**config.mk**
```make
export PLATFORM = sky130hd
export DESIGN_NAME = snn_epoch_sequencer
export DESIGN_NICKNAME = d
export VERILOG_FILES = /design/src/rtl/snn_ctrl_pkg.sv /design/src/rtl/snn_exp_delay_line.sv /design/src/rtl/snn_epoch_sequencer.sv
export SDC_FILE = /design/constraint.sdc
export NUM_CORES = 1
export LEC_CHECK = 0
export CAP_MARGIN = 5
export CORE_MARGIN = 1
export CORE_UTILIZATION = 50
export DETAILED_ROUTE_END_ITERATION = 12
export PLACE_DENSITY = 0.83
export SYNTH_ARGS = -nofsm -noshare
export SYNTH_HDL_FRONTEND = slang
export SYNTH_SLANG_ARGS = --single-unit
```
**constraint.sdc**
```tcl
create_clock -name clock -period 2.6 [get_ports clock]
set_clock_uncertainty 0.05 [all_clocks]
set_input_delay 0.52 -clock clock [delete_from_list [all_inputs] [get_ports clock]]
set_output_delay 0.52 -clock clock [all_outputs]
set_load 0.01 [all_outputs]
```
**src/rtl/snn_ctrl_pkg.sv**
```systemverilog
// Shared definitions for the spiking-network epoch sequencer.
// Holds the controller state encoding, default network widths and the accuracy scale.
// Optional feature macro used by the sequencer: SNN_SEQ_ACCURACY_EN (adds the DIV state).
package snn_ctrl_pkg;

  typedef enum logic [2:0] {
    IDLE  = 3'd0,
    FETCH = 3'd1,
    DRIVE = 3'd2,
    DRAIN = 3'd3,
    DIV   = 3'd4,
    DONE  = 3'd5
  } seq_state_e;

  localparam int NUM_IN_DEF  = 6;
  localparam int NUM_OUT_DEF = 3;
  localparam int ADDR_W_DEF  = 4;

  // Accuracy is reported as an integer percentage.
  localparam int ACC_SCALE = 100;
  localparam int ACC_W     = 7;

endpackage

```
**src/rtl/snn_exp_delay_line.sv**
```systemverilog
// Aligns each expected pattern with the network output: LATENCY-deep shift register of
// {valid, pattern}. Latency is exactly LATENCY shifts; it only advances while shift_i is high.
// Ports: clock, reset (async active-low clear), shift_i, in_vld_i/in_dat_i, out_vld_o/out_dat_o.
module snn_exp_delay_line
  import snn_ctrl_pkg::*;
#(
  parameter int LATENCY = 2,
  parameter int NUM_OUT = NUM_OUT_DEF
) (
  input  logic               clock,
  input  logic               reset,
  input  logic               shift_i,
  input  logic               in_vld_i,
  input  logic [NUM_OUT-1:0] in_dat_i,
  output logic               out_vld_o,
  output logic [NUM_OUT-1:0] out_dat_o
);

  logic [NUM_OUT:0] stage_q [LATENCY];

  always_ff @(posedge clock or negedge reset) begin
    if (!reset) begin
      for (int i = 0; i < LATENCY; i++) stage_q[i] <= '0;
    end else if (shift_i) begin
      stage_q[0] <= {in_vld_i, in_dat_i};
      for (int i = 1; i < LATENCY; i++) stage_q[i] <= stage_q[i-1];
    end
  end

  assign {out_vld_o, out_dat_o} = stage_q[LATENCY-1];

endmodule

```
**src/rtl/snn_epoch_sequencer.sv**
```systemverilog
// Runs one epoch: reads (input, expected) pairs from pattern memory, drives the network,
// aligns expected patterns with the network latency and counts matches.
// Ports: clock/reset (async active-low), start/mode request, busy/done/learn_en status,
// mem_rd/mem_addr/mem_inp/mem_exp memory side, nn_inp/nn_outp network side,
// match_count/accuracy results. Macro SNN_SEQ_ACCURACY_EN adds the DIV state and a
// registered accuracy percentage; without it accuracy is tied to 0.
module snn_epoch_sequencer
  import snn_ctrl_pkg::*;
#(
  parameter int NUM_IN      = NUM_IN_DEF,
  parameter int NUM_OUT     = NUM_OUT_DEF,
  parameter int NUM_SAMPLES = 15,
  parameter int HOLD_CYCLES = 1,
  parameter int LATENCY     = 2,
  parameter int ADDR_W      = ADDR_W_DEF,
  parameter int CNT_W       = 4
) (
  input  logic               clock,
  input  logic               reset,
  input  logic               start,
  input  logic               mode,
  output logic               busy,
  output logic               done,
  output logic               learn_en,
  output logic               mem_rd,
  output logic [ADDR_W-1:0]  mem_addr,
  input  logic [NUM_IN-1:0]  mem_inp,
  input  logic [NUM_OUT-1:0] mem_exp,
  output logic [NUM_IN-1:0]  nn_inp,
  input  logic [NUM_OUT-1:0] nn_outp,
  output logic [CNT_W-1:0]   match_count,
  output logic [ACC_W-1:0]   accuracy
);

  localparam int HOLD_W  = (HOLD_CYCLES > 1) ? $clog2(HOLD_CYCLES) : 1;
  localparam int DRAIN_W = (LATENCY > 1) ? $clog2(LATENCY) : 1;

  seq_state_e          state_q;
  logic                mode_q;
  logic                busy_q;
  logic                done_q;
  logic                learn_q;
  logic                mem_rd_q;
  logic [ADDR_W-1:0]   addr_q;
  logic [NUM_IN-1:0]   nn_inp_q;
  logic [CNT_W-1:0]    match_q;
  logic [HOLD_W-1:0]   hold_q;
  logic [DRAIN_W-1:0]  drain_q;

  logic                dl_shift;
  logic                dl_in_vld;
  logic [NUM_OUT-1:0]  dl_in_dat;
  logic                dl_out_vld;
  logic [NUM_OUT-1:0]  dl_out_dat;
  logic                hit;

  // Memory data for a sample is present in the first DRIVE cycle; that is the only
  // cycle that launches a valid expected pattern into the alignment line.
  assign dl_shift  = (state_q == FETCH) || (state_q == DRIVE) || (state_q == DRAIN);
  assign dl_in_vld = (state_q == DRIVE) && (hold_q == '0);
  assign dl_in_dat = dl_in_vld ? mem_exp : '0;

  snn_exp_delay_line #(
    .LATENCY (LATENCY),
    .NUM_OUT (NUM_OUT)
  ) u_delay (
    .clock     (clock),
    .reset     (reset),
    .shift_i   (dl_shift),
    .in_vld_i  (dl_in_vld),
    .in_dat_i  (dl_in_dat),
    .out_vld_o (dl_out_vld),
    .out_dat_o (dl_out_dat)
  );

  // All-zero expected patterns carry no spike information and are never scored.
  assign hit = dl_out_vld && (nn_outp == dl_out_dat) && (dl_out_dat != '0);

`ifdef SNN_SEQ_ACCURACY_EN
  localparam int REM_W = $clog2(ACC_SCALE * NUM_SAMPLES + 1);

  logic [REM_W-1:0] rem_q;
  logic [ACC_W-1:0] quot_q;
  logic [ACC_W-1:0] acc_q;
  logic [CNT_W-1:0] match_d;
  logic [REM_W-1:0] rem_d;

  // The last compare can land in the final DRAIN cycle, so the dividend is taken from
  // the count including that cycle's hit.
  assign match_d = match_q + CNT_W'(hit);
  assign rem_d   = REM_W'(match_d) * REM_W'(ACC_SCALE);
  assign accuracy = acc_q;
`else
  assign accuracy = '0;
`endif

  always_ff @(posedge clock or negedge reset) begin
    if (!reset) begin
      state_q  <= IDLE;
      mode_q   <= 1'b0;
      busy_q   <= 1'b0;
      done_q   <= 1'b0;
      learn_q  <= 1'b0;
      mem_rd_q <= 1'b0;
      addr_q   <= '0;
      nn_inp_q <= '0;
      match_q  <= '0;
      hold_q   <= '0;
      drain_q  <= '0;
`ifdef SNN_SEQ_ACCURACY_EN
      rem_q    <= '0;
      quot_q   <= '0;
      acc_q    <= '0;
`endif
    end else begin
      if (hit) match_q <= match_q + 1'b1;

      case (state_q)
        IDLE: begin
          if (start) begin
            state_q  <= FETCH;
            mode_q   <= mode;
            busy_q   <= 1'b1;
            learn_q  <= mode;
            mem_rd_q <= 1'b1;
            addr_q   <= '0;
            match_q  <= '0;
            nn_inp_q <= '0;
`ifdef SNN_SEQ_ACCURACY_EN
            acc_q    <= '0;
`endif
          end
        end

        FETCH: begin
          mem_rd_q <= 1'b0;
          nn_inp_q <= '0;
          hold_q   <= '0;
          state_q  <= DRIVE;
        end

        DRIVE: begin
          if (hold_q == '0) nn_inp_q <= mem_inp;
          if (hold_q == HOLD_W'(HOLD_CYCLES - 1)) begin
            hold_q <= '0;
            if (addr_q == ADDR_W'(NUM_SAMPLES - 1)) begin
              drain_q <= '0;
              state_q <= DRAIN;
            end else begin
              addr_q   <= addr_q + 1'b1;
              mem_rd_q <= 1'b1;
              state_q  <= FETCH;
            end
          end else begin
            hold_q <= hold_q + 1'b1;
          end
        end

        DRAIN: begin
          nn_inp_q <= '0;
          if (drain_q == DRAIN_W'(LATENCY - 1)) begin
            drain_q <= '0;
            learn_q <= 1'b0;
`ifdef SNN_SEQ_ACCURACY_EN
            rem_q   <= rem_d;
            quot_q  <= '0;
            state_q <= DIV;
`else
            busy_q  <= 1'b0;
            done_q  <= 1'b1;
            state_q <= DONE;
`endif
          end else begin
            drain_q <= drain_q + 1'b1;
          end
        end

`ifdef SNN_SEQ_ACCURACY_EN
        DIV: begin
          // Restoring division by repeated subtraction; exits as soon as the
          // remainder drops below the divisor.
          if (rem_q >= REM_W'(NUM_SAMPLES)) begin
            rem_q  <= rem_q - REM_W'(NUM_SAMPLES);
            quot_q <= quot_q + 1'b1;
          end else begin
            acc_q   <= quot_q;
            busy_q  <= 1'b0;
            done_q  <= 1'b1;
            state_q <= DONE;
          end
        end
`endif

        DONE: begin
          done_q  <= 1'b0;
          state_q <= IDLE;
        end

        default: state_q <= IDLE;
      endcase
    end
  end

  assign busy        = busy_q;
  assign done        = done_q;
  assign learn_en    = learn_q;
  assign mem_rd      = mem_rd_q;
  assign mem_addr    = addr_q;
  assign nn_inp      = nn_inp_q;
  assign match_count = match_q;

endmodule

```
==> results of run 1 <==
[logic make-up after synthesis]
family	after synthesis
fa+ha+maj	3
xor+xnor	3
mux	5
simple gates	52
buf+inv	15
compound gates	45
flops	30
other cells	1
[area by class of cell]
| cell class | instances | area, um^2 | share of cell area, % |
|---|---|---|---|
| clock buffer | 7 | 55.1 | 2.92 |
| clock inverter | 1 | 5.00 | 0.265 |
| inverter | 2 | 7.51 | 0.398 |
| multi-input combinational | 115 | 691 | 36.6 |
| sequential | 30 | 751 | 39.8 |
| tap | 31 | 38.8 | 2.06 |
| timing repair buffer | 34 | 338 | 17.9 |
[worst paths after layout]
kind / startpoint / endpoint / slack, ns / depth (start not counted)
min: busy / busy / 0.44 / 1
max in group asynchronous: reset / mem_addr[2] / 1.70 / 2
max: state_q[2] / drain_q / 0.64 / 4
max reg2reg: state_q[2] / drain_q / 0.64 / 4
min in group asynchronous: reset / match_count[0] / 0.52 / 2
min reg2reg: busy / busy / 0.44 / 1
[registers in the layout, summed over array words and instances, names as in the netlist, 3 cells and up]
| name | flops |
|---|---|
| nn_inp | 6 |
| match_count | 4 |
| mem_addr | 4 |
| u_delay.stage_q | 4 |
| state_q | 3 |
| u_delay.out_dat_o | 3 |
[critical path, cell delays in order (launching register included)]
cell and delay [ns]:
dfrtp_1 0.62, nor2b_1 0.77, o21ai_0 0.21, nand2_1 0.12, o21ai_0 0.07
[routing by layer]
layer / share of wire (%) / vias to the layer above / wire [um] / track usage (%)
met1: 43 / 590 / 1290 / 23.9
met2: 50 / 34 / 1480 / 36.1
met5: 0 / - / 0 / 0
met4: 1.9 / 0 / 57 / 12.2
li1: - / 599 / - / -
met3: 5.2 / 7 / 157 / 5.30
[placed cells by master (no fill, tap or decap), drive strengths merged, types with 4 or more instances in the layout]
cell           instances
dfrtp                 30
a22oi                  6
clkdlybuf4s50         33
o21ai                 19
a21oi                 10
nand2                 14
conb                   7
clkbuf                 7
mux2                   4
nand3                  8
nor2                  14
nor2b                  5
[metrics by stage]
step | cells | cell area, um^2
after floorplan | 160 | 1530
after global placement | 212 | 1830
after detailed placement | 212 | 1830
after CTS | 220 | 1890
after global routing | 220 | 1890
final | 220 | 1890
[power breakdown]
| group | internal [mW] | leakage (nW) | switching, mW |
|---|---|---|---|
| registers | 0.630 | 0.389 | 0.222 |
| logic | 0.374 | 0.397 | 0.317 |
| clock network | 0.131 | 0.0353 | 0.153 |
==> run_results.csv, run 1 <==
group,metric,value,unit
clock_tree,h-tree-depth,2,
floorplanning,ioPinCount,41,
hold_path,min_path_type,"register to register",
timing,rsz0062_at_grt,"no",
floorplanning,fp.dieW,56.8,um
setup_path,endpoint_kind,"register",
clock_tree,cts_tree,"yes",
place,place_congestion,0.777,
clock_tree,clk_latency,0.33,ns
detailed_routing,firstDrtPassIters,11,
final_layout,nets,207,
clock_tree,cts_root_buf,"clkbuf_4",
synthesis,netlist_top_cells_count,"dfrtp_1 (30), o21ai_0 (18), nand2_1 (14)",
place,hpwl,2.16,mm
final_layout,final_core_util,67.2,%
detailed_routing,ant_nets,0,
synthesis,async_flop_share,100,%
timing,setup_violations,0,
pwr,peakVddDrop,0.564,mV
synthesis,syn-cell-area,1500,um^2
grt,grtUsageTotal,21.1,%
synthesis,synth_compound_area_share,18.9,%
synthesis,syn_avg_cell_area,9.77,um^2
setup_path,critical_path_class,"register to register",
setup_path,critPathRequiredTime,2.76,ns
detailed_routing,viasPerCell,5.59,
timing,drv_slew,0,
final_layout,fill_cells,210,
synthesis,synthAdderAreaFrac,2.50,%
final_layout,antenna_cells,0,
detailed_routing,drt-initial-drc-count,25,
synthesis,ys.warnings.count,0,
run_status,status,"complete, but fails checks",
detailed_routing,routed_wl,2.99,mm
floorplanning,die_y,56.8,um
synthesis,synthMuxAreaShare,3.66,%
pwr,power.density,969,nW/um^2
clock_tree,ctsHoldBuffers,0,
synthesis,synth_top_area_share,49.9,%
timing,hold_ws,0.443,ns
place,io_buffers,33,
pwr,p_leak,0.821,nW
floorplanning,rows,19,
floorplanning,core_area,2810,um^2
flow_run,max_cap_violations,0,
detailed_routing,route.vias.total,1230,
grt,antenna_found_initial,0,
clock_tree,post_cts_buffers,0,
setup_path,critPathArrivalTime,2.12,ns
detailed_routing,wl_per_cell,13.6,um
grt,grt-ovfl-total,0,
clock_tree,numCtsBuffers,5,
synthesis,synth_seq_area_share,49.9,%
final_layout,drive_above_1_share,10.6,%
synthesis,synth_most_common_cell,"dfrtp_1",
clock_tree,clkSlewWorstSetupHoldPaths,0.09,ns
floorplanning,dieArea,3230,um^2
timing,min_period_over_period,75.2,%
clock_tree,clock-sinks,30,
timing,tns,0,ns
grt,first_global_vias,1221,
clock_tree,cts.path.max_buffers,2,
floorplanning,initial_core_util,53.6,%
place,pre_cts_slack,0.498,ns
detailed_routing,drc_errors,6,
timing,max_freq,0.511,GHz
synthesis,synth-xor-area-share,1.75,%
synthesis,ys_ff_latch,30,
synthesis,synth.area.top_cells,"dfrtp_1 (50%), o21ai_0 (6.0%), buf_4 (3.5%)",
setup_path,crit_fanout,20,
synthesis,synth_enable_flop_cells,0,
timing,hold_viol,0,
setup_path,critical_path.startpoint_type,"register",
run_status,violations,"DRC",
synthesis,ys_types,36,
synthesis,synthCells,154,
synthesis,synth_top_family_by_area,"compound AO/OA/AOI/OAI gates",
timing,max-slew-margin-rel,43.4,%
timing,worst_pin_slew,0.848,ns
timing,fin_ws,0.644,ns
synthesis,synth_ff_type,"dfrtp_1",
final_layout,area_growth,25.4,%
synthesis,synthSimpleGateAreaFrac,17.4,%
grt,grt_max_degree,31,
grt,grt_pass1_wl,5.10,mm
clock_tree,cts_resized,0,
timing,fin_crit,1.96,ns
synthesis,synth_area_leader_cell,"dfrtp_1",
pwr,total_power,1.83,mW
No activity file was read; power rests on OpenSTA's default activity.
==> run 2: changes to the inputs <==
CORE_UTILIZATION = 43   (was 50)
PLACE_DENSITY = 0.75   (was 0.83)
clock period = 1.73 ns   (was 2.6 ns; I/O delays follow)
==> run 2 against run 1 <==
Net effect:
- the flow now finishes without violations
- wire length grew 6.7%
- sequential share of layout area is 3.3 points lower
- first-iteration DRC count is 92% higher
- flip-flop and latch count unchanged
- worst hold slack worse by 0.090 ns
- clock power grew 80%
- non-clock buffer count rose by 17
- global-route usage is 1.6 points lower
- via count grew 5.3%
- register-to-register slack worse by 0.52 ns
- power is 65% higher
- critical path type is now register to output pin
- largest cell class unchanged
- largest power group is now combinational logic
- highest routed layer unchanged
==> run_results.csv, run 2 (synthesized netlist as in run 1, its figures left out) <==
group,metric,value,unit
run_status,status,"finished clean",
timing,rsz0062_at_grt,"no",
final_layout,final_common_cell,"clkdlybuf4s50_1",
final_layout,area_growth,36.5,%
grt,grt_pass1_wl,5.34,mm
grt,first_global_vias,1267,
timing,min_period_over_period,96.0,%
floorplanning,die_y,61.1,um
setup_path,cp_top_family,"buffers and inverters",
setup_path,critPathRequiredTime,1.33,ns
place,place_congestion,0.777,
timing,fin_ws,0.0690,ns
grt,grt_max_degree,31,
final_layout,drive_above_1_share,18.4,%
clock_tree,h-tree-depth,2,
setup_path,max_stage_delay,0.56,ns
setup_path,path_buf_inv,1,
setup_path,timing.rr.end,"mem_addr[3]",
detailed_routing,drt-initial-drc-count,48,
flow_run,max_cap_violations,0,
pwr,peakVddDrop,0.729,mV
floorplanning,rows,21,
pwr,power.density,1470,nW/um^2
detailed_routing,drc_errors,0,
final_layout,final-seq-area,751,um^2
final_layout,nets,224,
setup_path,slowest_stage,"clkdlybuf4s50_1",
detailed_routing,ant_nets,0,
detailed_routing,routed_wl,3.19,mm
floorplanning,ioPinCount,41,
final_layout,antenna_cells,0,
clock_tree,cts_root_buf,"clkbuf_4",
detailed_routing,route.vias.total,1295,
detailed_routing,wl_per_cell,12.7,um
final_layout,fill_cells,312,
setup_path,r2r_cells,6,
detailed_routing,firstDrtPassIters,4,
clock_tree,cts_tree,"yes",
timing,max_freq,0.602,GHz
grt,antenna_found_initial,0,
floorplanning,core_area,3340,um^2
timing,hold_viol,0,
hold_path,min_path_type,"input port to async pin",
pwr,p_leak,0.930,nW
final_layout,mostFrequentLayoutCells,"clkdlybuf4s50_1 (32), dfrtp_1 (30), o21ai_0 (18), buf_4 (18), nand2_1 (14)",
place,pre_cts_slack,-0.200,ns
setup_path,critPathArrivalTime,1.26,ns
place,hpwl,2.29,mm
setup_path,critical_path.startpoint_type,"register",
final_layout,largest_reg_flops,6,
clock_tree,cts.path.max_buffers,2,
clock_tree,numCtsBuffers,5,
floorplanning,dieArea,3740,um^2
clock_tree,clkSlewWorstSetupHoldPaths,0.10,ns
place,io_buffers,33,
setup_path,r2r-start,"mem_addr[1]",
floorplanning,fp.dieW,61.1,um
floorplanning,initial_core_util,45.1,%
final_layout,multi_input_area,691,um^2
timing,setup_violations,0,
clock_tree,ctsHoldBuffers,0,
timing,fin_crit,1.66,ns
setup_path,crit_fanout,3,
setup_path,ff2ff_setup_slack,0.12,ns
clock_tree,clock-sinks,30,
timing,drv_slew,0,
setup_path,path_cells,"clkdlybuf4s50_1",
clock_tree,clk_latency,0.32,ns
grt,grtUsageTotal,19.5,%
setup_path,critical_path_class,"register to output pin",
final_layout,final_core_util,61.5,%
grt,grt-ovfl-total,0,
detailed_routing,viasPerCell,5.14,
setup_path,endpoint_kind,"output pin",
==> run 2: changes by cell type in the layout (fill, tap and decap cells not counted) <==
cell	before	now
clkdlybuf4s50_1	33	32
clkbuf_8	1	3
dlymetal6s2s_1	0	1
clkbuf_1	1	0
buf_4	1	18
clkinv_2	1	0
==> run 2: where the power goes <==
| part | switching [mW] | total, mW | internal, mW | leakage (nW) |
|---|---|---|---|---|
| sequential | 0.209 | 1.16 | 0.949 | 0.389 |
| clock | 0.231 | 0.509 | 0.278 | 0.0446 |
| combinational | 0.637 | 1.35 | 0.708 | 0.496 |
==> run 2: timing repair <==
| item | CTS | global route |
|---|---|---|
| pin swaps | 0 | 0 |
| buffers inserted | 3 | 2 |
| endpoints found under the setup margin | 3 | 2 |
| gates resized for setup | 0 | 1 |
==> run 2: worst reg2reg max path: cells and delay by family, from the launching register on <==
family / cells / cell delay, ns
AND/OR/NAND/NOR: 3 / 0.58
flip-flops: 1 / 0.42
adder cells (fa/ha/maj): 1 / 0.19
buffers and inverters: 1 / 0.15
AO/OA/AOI/OAI: 1 / 0.14
==> run 2: how the worst max path moves through the flow <==
stage / slack [ns] / to / startpoint / depth (start not counted)
detailed placement: -0.20 / match_count[2] / nn_outp[0] / 5
CTS: 0.007 / mem_addr[1] / mem_addr[1] / 1
global route: 0.01 / match_count[1] / match_count[1] / 1
floorplan: 0.16 / mem_addr[3] / mem_addr[0] / 6
global placement: -0.10 / match_count[2] / nn_outp[0] / 5
finish: 0.07 / nn_inp[1] / nn_inp[1] / 1
==> run 2: layout make-up <==
class | instances | share of cell area (%)
multi-input cells | 115 | 33.6
repair buffers | 51 | 22.8
inverters | 2 | 0.366
clock buffers | 8 | 3.84
flip-flops and latches | 30 | 36.6
well taps | 46 | 2.80
==> run 2: through the flow <==
step | power (mW) | hold slack, ns | area (um^2) | TNS, ns | cells
6_report | 3.01 | 0.352 | 2050 | 0 | 252
5_1_grt | 3.26 | 0.388 | 2050 | 0 | 252
4_1_cts | 3.03 | 0.347 | 2040 | 0 | 250
3_5_place_dp | 2.46 | 0.422 | 1930 | -0.991 | 239
3_3_place_gp | 2.40 | 0.412 | 1930 | -0.621 | 239
2_1_floorplan | 1.88 | 0.000409 | 1530 | 0 | 160
==> run 2: routing by layer <==
layer / wire length [um] / up-vias / global-route usage [%]
li1: - / 633 / -
met3: 148 / 7 / 4.41
met5: 0 / - / 0
met1: 1340 / 624 / 22.2
met2: 1650 / 31 / 34.9
met4: 56 / 0 / 8.77
==> run 3: changes to the inputs <==
RECOVER_POWER = 50   (was unset)
TNS_END_PERCENT = 10   (was unset)
==> run 3 against run 2 <==
Net effect:
- non-clock buffer count decreased by 3
- global-route usage is 0.18 points lower
- worst hold slack better by 0.087 ns
- flip-flop and latch count is the same
- cell count is 1.2% lower
- register-to-register slack is essentially flat
==> run_results.csv, run 3 (synthesized netlist as in run 1, its figures left out) <==
group,metric,value,unit
place,io_buffers,33,
grt,grt-ovfl-total,0,
clock_tree,cts_tree,"yes",
pwr,peakVddDrop,0.722,mV
timing,worst_pin_slew,0.736,ns
setup_path,critical_path.startpoint_type,"register",
timing,fin_crit,1.66,ns
timing,setup_violations,0,
timing,tns,0,ns
final_layout,antenna_cells,0,
pwr,power_frac_clock,17.2,%
setup_path,timing.rr.end,"mem_addr[3]",
floorplanning,dieArea,3740,um^2
final_layout,nets,221,
setup_path,r2r-start,"mem_addr[1]",
grt,first_global_vias,1257,
setup_path,slowest_stage,"clkdlybuf4s50_1",
grt,grtUsageTotal,19.4,%
hold_path,hp-start,"busy",
final_layout,largest_reg_flops,6,
timing,min_period_over_period,95.9,%
setup_path,path_cells,"clkdlybuf4s50_1",
setup_path,critical_path_class,"register to output pin",
detailed_routing,drc_errors,0,
clock_tree,h-tree-depth,2,
pwr,pwr-share-comb,43.0,%
pwr,seqPwrFrac,39.8,%
final_layout,area_growth,33.9,%
setup_path,path_buf_inv,1,
setup_path,ff2ff_setup_slack,0.12,ns
floorplanning,ioPinCount,41,
timing,rsz0062_at_grt,"no",
final_layout,mostFrequentLayoutCells,"dfrtp_1 (30), clkdlybuf4s50_1 (28), o21ai_0 (18), nand2_1 (14), nor2_1 (13)",
hold_path,min_to,"busy",
final_layout,drive_above_1_share,16.3,%
pwr,power.internal,1.88,mW
detailed_routing,route.vias.total,1282,
setup_path,endpoint_kind,"output pin",
hold_path,min_delay_path_depth,1,
detailed_routing,wl_per_cell,12.6,um
clock_tree,clock-sinks,30,
timing,hold_ws,0.439,ns
hold_path,min_path_type,"register to register",
detailed_routing,viasPerCell,5.15,
clock_tree,cts.path.max_buffers,2,
grt,grt_pass1_wl,5.30,mm
detailed_routing,drt-initial-drc-count,45,
clock_tree,ctsHoldBuffers,0,
pwr,power.density,1460,nW/um^2
flow_run,max_cap_violations,0,
pwr,p_leak,0.899,nW
floorplanning,initial_core_util,45.1,%
detailed_routing,routed_wl,3.14,mm
place,place_congestion,0.777,
pwr,total_power,2.95,mW
place,hpwl,2.29,mm
clock_tree,clk_latency,0.32,ns
floorplanning,die_y,61.1,um
grt,grt_max_degree,31,
floorplanning,fp.dieW,61.1,um
setup_path,critPathRequiredTime,1.33,ns
floorplanning,core_area,3340,um^2
run_status,status,"finished clean",
timing,max_freq,0.603,GHz
setup_path,r2r_cells,6,
final_layout,final_common_cell,"dfrtp_1",
pwr,swShare,36.2,%
detailed_routing,ant_nets,0,
timing,hold_viol,0,
final_layout,final_core_util,60.3,%
grt,antenna_found_initial,0,
final_layout,fill_cells,317,
setup_path,cp_top_family,"buffers and inverters",
timing,max-slew-margin-rel,50.9,%
pwr,switchingPower,1.07,mW
floorplanning,rows,21,
clock_tree,numCtsBuffers,5,
setup_path,max_stage_delay,0.56,ns
detailed_routing,firstDrtPassIters,4,
setup_path,crit_fanout,3,
clock_tree,cts_root_buf,"clkbuf_4",
timing,drv_slew,0,
clock_tree,clkSlewWorstSetupHoldPaths,0.09,ns
setup_path,critPathArrivalTime,1.26,ns
[run 3: changes by cell type in the layout (fill, tap and decap cells not counted)]
cell / before / now
clkbuf_1: 0 / 2
buf_4: 18 / 11
clkbuf_2: 0 / 2
clkdlybuf4s25_1: 0 / 2
dlygate4sd2_1: 0 / 2
dlygate4sd3_1: 0 / 1
clkdlybuf4s50_1: 32 / 28
dlymetal6s2s_1: 1 / 0
[run 3: worst max-delay path by stage]
stage	start	end	slack, ns	cells after the start
2_1_floorplan	mem_addr[0]	mem_addr[3]	0.16	6
3_3_place_gp	nn_outp[0]	match_count[2]	-0.10	5
3_5_place_dp	nn_outp[0]	match_count[2]	-0.20	5
4_1_cts	mem_addr[1]	mem_addr[1]	0.007	1
5_1_grt	state_q[0]	mem_rd	0.01	5
6_report	nn_inp[1]	nn_inp[1]	0.07	1
[run 3: metrics by stage]
step           setup WS (ns)  cell area (um^2)  std cells
2_1_floorplan          0.164              1530        160
3_3_place_gp          -0.100              1930        239
3_5_place_dp          -0.200              1930        239
4_1_cts              0.00741              2020        248
5_1_grt              0.00981              2010        249
6_report              0.0710              2010        249
[run 3: area by class of cell]
class,count,area (um^2),area share (%)
multi-input cells,115,691,34.3
inverters,2,7.51,0.373
well taps,46,57.6,2.86
repair buffers,48,428,21.3
flip-flops and latches,30,751,37.3
clock buffers,8,78.8,3.92
[run 3: what timing repair did]
item	CTS	global route
hold endpoints to repair	0	0
endpoints found under the setup margin	3	2
gates cloned	0	0
resized for setup	2	2
buffers inserted	1	1
[run 3: layer usage]
metal / track usage [%] / wire [um]
met3: 4.41 / 152
met2: 34.3 / 1610
met1: 22.2 / 1320
met5: 0 / 0
met4: 8.77 / 56
[run 3: power groups by stage]
stage               clock, mW  combinational [mW]  sequential [mW]
CTS                     0.530                1.29             1.18
global placement            0                1.22             1.18
global route            0.559                1.42             1.21
finish                  0.507                1.27             1.17
floorplan                   0               0.678             1.20
detailed placement          0                1.27             1.20
